--- src/rtl/alu_pipe.sv ---
// alu_pipe: pipelined ALU with valid/ready handshake, backpressure and bubble
// collapsing. Stage 1 registers operands and the decoded op, stage 2 registers
// the computed result and flags, stages 3..PIPE_STAGES are delay registers.
//
// Ports:
//   i_clk, i_rst          clock, synchronous active-high reset
//   i_valid / o_ready     input handshake
//   i_sel_op, i_op_a/b    operation code and operands
//   o_valid / i_ready     output handshake
//   o_res, o_zero,
//   o_carry, o_ovf        result and flags (held stable while stalled)
module alu_pipe #(
  parameter int unsigned BITS        = 8,
  parameter int unsigned PIPE_STAGES = 2
) (
  input  logic            i_clk,
  input  logic            i_rst,
  input  logic            i_valid,
  output logic            o_ready,
  input  logic [4:0]      i_sel_op,
  input  logic [BITS-1:0] i_op_a,
  input  logic [BITS-1:0] i_op_b,
  output logic            o_valid,
  input  logic            i_ready,
  output logic [BITS-1:0] o_res,
  output logic            o_zero,
  output logic            o_carry,
  output logic            o_ovf
);

  localparam int unsigned SHW = $clog2(BITS);
  localparam int unsigned N   = PIPE_STAGES;
  localparam int unsigned PW  = BITS + 3;  // {res, zero, carry, ovf}

  typedef enum logic [4:0] {
    OP_NOP  = 5'h00,
    OP_ADD  = 5'h01,
    OP_SUB  = 5'h02,
    OP_AND  = 5'h03,
    OP_OR   = 5'h04,
    OP_XOR  = 5'h05,
    OP_SLT  = 5'h06,
    OP_SLTU = 5'h07,
    OP_SLL  = 5'h08,
    OP_SRL  = 5'h09,
    OP_SRA  = 5'h0A,
    OP_CPA  = 5'h0B,
    OP_CPB  = 5'h0C
  } op_e;

  // Stage 1
  op_e             r_op;
  logic [BITS-1:0] r_a;
  logic [BITS-1:0] r_b;
  // Stages 2..N: packed result/flags
  logic [PW-1:0]   r_pl [2:N];
  logic [N:1]      r_v;

  logic [N:1]      w_move;
  logic            w_acc;
  op_e             w_op;
  logic [BITS:0]   w_sum;
  logic [BITS:0]   w_dif;
  logic [SHW-1:0]  w_shamt;
  logic [BITS-1:0] w_res;
  logic            w_z;
  logic            w_c;
  logic            w_o;
  logic [PW-1:0]   w_pl;

  // A stage is blocked only if it and every stage after it is full while the
  // output is stalled; computing this front-to-back avoids a combinational
  // chain through w_move itself.
  always_comb begin : p_move
    logic l_blk;
    w_move = '0;
    l_blk  = !i_ready;
    for (int unsigned s = N; s >= 1; s--) begin
      l_blk     = l_blk && r_v[s];
      w_move[s] = r_v[s] && !l_blk;
    end
  end

  assign o_ready = !i_rst && (!r_v[1] || w_move[1]);
  assign w_acc   = i_valid && o_ready;

  always_comb begin
    w_op = OP_NOP;
    if (i_sel_op >= 5'h01 && i_sel_op <= 5'h0C) w_op = op_e'(i_sel_op);
  end

  assign w_sum   = {1'b0, r_a} + {1'b0, r_b};
  assign w_dif   = {1'b0, r_a} - {1'b0, r_b};
  assign w_shamt = r_b[SHW-1:0];

  always_comb begin
    w_res = '0;
    w_c   = 1'b0;
    w_o   = 1'b0;
    case (r_op)
      OP_ADD: begin
        w_res = w_sum[BITS-1:0];
        w_c   = w_sum[BITS];
        w_o   = (r_a[BITS-1] == r_b[BITS-1]) && (w_sum[BITS-1] != r_a[BITS-1]);
      end
      OP_SUB: begin
        w_res = w_dif[BITS-1:0];
        w_c   = w_dif[BITS];  // borrow: set iff a < b unsigned
        w_o   = (r_a[BITS-1] != r_b[BITS-1]) && (w_dif[BITS-1] != r_a[BITS-1]);
      end
      OP_AND:  w_res = r_a & r_b;
      OP_OR:   w_res = r_a | r_b;
      OP_XOR:  w_res = r_a ^ r_b;
      OP_SLT:  w_res[0] = $signed(r_a) < $signed(r_b);
      OP_SLTU: w_res[0] = r_a < r_b;
      OP_SLL:  w_res = r_a << w_shamt;
      OP_SRL:  w_res = r_a >> w_shamt;
      OP_SRA:  w_res = $unsigned($signed(r_a) >>> w_shamt);
      OP_CPA:  w_res = r_a;
      OP_CPB:  w_res = r_b;
      default: ;
    endcase
    w_z = (w_res == '0);
  end

  assign w_pl = {w_res, w_z, w_c, w_o};

  always_ff @(posedge i_clk) begin
    if (i_rst) begin
      r_v  <= '0;
      r_op <= OP_NOP;
      r_a  <= '0;
      r_b  <= '0;
      for (int unsigned s = 2; s <= N; s++) r_pl[s] <= '0;
    end else begin
      if (w_acc) begin
        r_v[1] <= 1'b1;
        r_op   <= w_op;
        r_a    <= i_op_a;
        r_b    <= i_op_b;
      end else if (w_move[1]) begin
        r_v[1] <= 1'b0;
      end

      if (w_move[1]) begin
        r_v[2]  <= 1'b1;
        r_pl[2] <= w_pl;
      end else if (w_move[2]) begin
        r_v[2]  <= 1'b0;
      end

      for (int unsigned s = 3; s <= N; s++) begin
        if (w_move[s-1]) begin
          r_v[s]  <= 1'b1;
          r_pl[s] <= r_pl[s-1];
        end else if (w_move[s]) begin
          r_v[s]  <= 1'b0;
        end
      end
    end
  end

  assign o_valid                          = r_v[N];
  assign {o_res, o_zero, o_carry, o_ovf}  = r_pl[N];

endmodule

--- config.mk ---
export PLATFORM = sky130hd
export DESIGN_NAME = alu_pipe
export DESIGN_NICKNAME = d
export VERILOG_FILES = /design/src/rtl/alu_pipe.sv
export SDC_FILE = /design/constraint.sdc
export NUM_CORES = 1
export LEC_CHECK = 0
export CORE_MARGIN = 2
export CORE_UTILIZATION = 65
export CTS_CLUSTER_SIZE = 40
export DETAILED_ROUTE_END_ITERATION = 6
export DONT_BUFFER_PORTS = 1
export PLACE_DENSITY = 0.81
export SLEW_MARGIN = 20
export SYNTH_ARGS = -nofsm -noshare
export SYNTH_HDL_FRONTEND = slang
export SYNTH_SLANG_ARGS = --single-unit
--- constraint.sdc ---
create_clock -name i_clk -period 3.9 [get_ports i_clk]
set_input_delay 0.585 -clock i_clk [delete_from_list [all_inputs] [get_ports i_clk]]
set_output_delay 0.585 -clock i_clk [all_outputs]
set_load 0.005 [all_outputs]
==> run summary <==
Post-layout util: 69.5%
Wire per inst: 20.1 um
# rows: 25
Worst hold margin: 0.357 ns
Min cycle time layout: 3.39 ns
Placed cells: 433
Critical Path End Type: flip-flop
Hold-critical path depth: 1
TritonCTS clock tree: done
Maximum clock rate: 0.295 GHz
Power Density: 286 nW/um^2
Fillers: 405
Fraction of registers with async set/reset: 0%
Top cell family by delay on the critical path: simple AND/OR/NAND/NOR gates
DRC errors left: 0
Buffers on Ports: 0
Detailed Place HPWL: 6680 um
Critical path startpoint category: flip-flop
Largest net degree at the start of global routing: 34
Synth warn: 0
Unrepaired setup endpoints after global routing: no
Syn Inst Count: 388
Least-Margin Pin Slew: 0.860 ns
Most common cell in the netlist: nand2_1
Worst skew pair latency: 0.29 ns
Crit-path cells: buf_4, inv_1, ha_1, nand2b_1, o2111a_1, nand2_1, nor4b_1, o221ai_1, or4_1, nor4_2
Register bit total from synthesis: 34
Area Overhead vs Synth: 2.36%
TritonRoute pass-1 iters: 6
Post-synth top area cell: dfxtp_1
Reg2reg path depth: 10
Final hold vios: 0
CTS hold repair buffers: 0
Slowest-stage cell, CP: or4_1
Clock Sinks: 34
Netlist Area Pre-Place: 3230 um^2
Routed WL: 8880 um
Final ANT Viol Nets: 0
Max-Cap Viols: 0
Yosys top cell area share: 14.3%
ANT cells: 0
Vias in the first global route: 2850
Layout cell share with drive strength beyond 1: 9.89%
Final net count: 425
Syn_nets: 440
Postcts setup bufs: 0
Maximum fanout along the worst path: 19
Non-filler cells, final: 441
Worst Skew: 0.00411 ns
Worst EP required: 4.02 ns
Post-synth top flop: dfxtp_1
Via/cell ratio: 6.97
Final worst slack: 0.507 ns
Syn Area/Cell: 8.32 um^2
H-tree Lvls: 2
EDFF count, synth: 11
Io pins: 38
Seq/Total Area, Yosys: 24.5%
CTS Buf Count: 5
Total GRT Usage: 34.4%
Core Box Area: 4750 um^2
Initial antenna violation count: 0
Die extent in x: 74.5 um
Status: complete, no violations
Worst-path clk slew: 0.07 ns
Post-CTS Resized: 0
Setup Total Neg Slack: 0 ns
Max Slew Vio Count: 0
Bufs on Longest Clock Path: 2
CP bufs+invs: 2
Worst slack at placement: 0.595 ns
Worst path depth: 10
Gr ovfl total: 0
Max-slew headroom: 42.2%
Final Wtd Congestion: 1.06
CTS Root Cell: clkbuf_8
CP max stage delay: 0.58 ns
DR iter-0 viols: 272
Initial Util: 67.9%
Die H: 74.5 um
Final-report setup violation count: 0
Synth cell count leaders: nand2_1 (36), nor2_1 (30), ha_1 (25), dfxtp_1 (23), inv_1 (22)
Worst Hold Class: in -> reg
Global-route wire length before repair: 14400 um
Worst EP arrival: 3.51 ns
Synth area leaders: dfxtp_1 (14%), edfxtp_1 (10%), ha_1 (9.7%), nand2_1 (4.2%), o31ai_1 (4.2%)
Tcrit/Tclk final: 87.0%
Vias: 3072
Max IR drop VDD: 0.177 mV
Synth cell types: 66
Lkg Pwr: 1.30 nW
Full die area: 5550 um^2
Critical path type: reg -> reg
==> worst reg2reg max path, stage by stage (launching register included) <==
cell and delay, ns:
dfxtp_1 0.42, buf_4 0.31, inv_1 0.21, ha_1 0.26, nand2b_1 0.16, o2111a_1 0.18, nand2_1 0.07, nor4b_1 0.52
o221ai_1 0.31, or4_1 0.58, nor4_2 0.23
==> metrics by stage <==
step,total power [mW],instance area [um^2]
finish,0.944,3300
global route,0.990,3300
CTS,0.941,3300
detailed placement,0.688,3220
global placement,0.685,3220
floorplan,0.627,3230
==> sequential cells by signal (all words and copies together) (netlist names) <==
name	cells
r_v	2
r_b	8
r_op	5
r_a	8
r_pl	11
==> worst paths after layout <==
check / startpoint / endpoint / slack (ns)
hold reg to reg: r_v[1]$_SDFFE_PP0P_ / r_v[2]$_SDFFE_PP0P_ / 0.53
setup reg to reg: r_b[0]$_SDFFE_PP0P_ / r_pl[2][2]$_SDFFCE_PN0P_ / 0.51
hold / removal: i_rst / r_v[1]$_SDFFE_PP0P_ / 0.36
setup / recovery: r_b[0]$_SDFFE_PP0P_ / r_pl[2][2]$_SDFFCE_PN0P_ / 0.51
==> where the power goes <==
part	switching, mW	leakage, nW	internal (mW)
clock network	0.133	0.0426	0.123
logic	0.161	0.946	0.112
registers	0.0278	0.307	0.387
total	0.322	1.30	0.622
==> cells by family (layout without fill, tap and decap cells) <==
kind of cell	after synthesis	after routing	share of synthesized area [%]
fa+ha+maj	27	27	10.9
compound gates	103	103	23.5
mux	19	19	8.33
simple gates	151	151	24.9
flops	34	34	24.5
xor+xnor	4	4	1.09
buf+inv	50	36	6.74
==> final cells by class <==
class / instances / area [um^2] / share of cell area, %
Multi-Input combinational cell: 304 / 2220 / 67.2
Sequential cell: 34 / 791 / 23.9
Tap cell: 67 / 83.8 / 2.54
Inverter: 22 / 82.6 / 2.50
Clock buffer: 6 / 72.6 / 2.20
Timing Repair Buffer: 6 / 45.0 / 1.36
Clock inverter: 2 / 8.76 / 0.265
==> metal layers <==
metal | up-vias | wire (um) | global-route usage [%]
li1 | 1411 | - | -
met1 | 1404 | 3790 | 47.0
met2 | 220 | 3880 | 51.4
met3 | 37 | 904 | 8.40
met4 | 0 | 311 | 15.3
met5 | - | 0 | 0
==> cells in the final DEF, fill, tap and decap left out, drive strengths merged, types with 6 or more instances in the layout <==
cell type  synthesis  routed
nand2             36      36
nor2              30      30
ha                25      25
dfxtp             23      23
inv               22      22
o31ai             18      18
a21oi             13      13
o21ai             12      12
nor2b             12      12
nand3             11      11
edfxtp            11      11
nor3              11      11
mux2i             10      10
and2               8       8
nand2b             7       7
a22oi              7       7
mux4               6       6
nand4              6       6
buf               11       6
clkbuf            17       6
No activity file was read; power rests on OpenSTA's default activity.
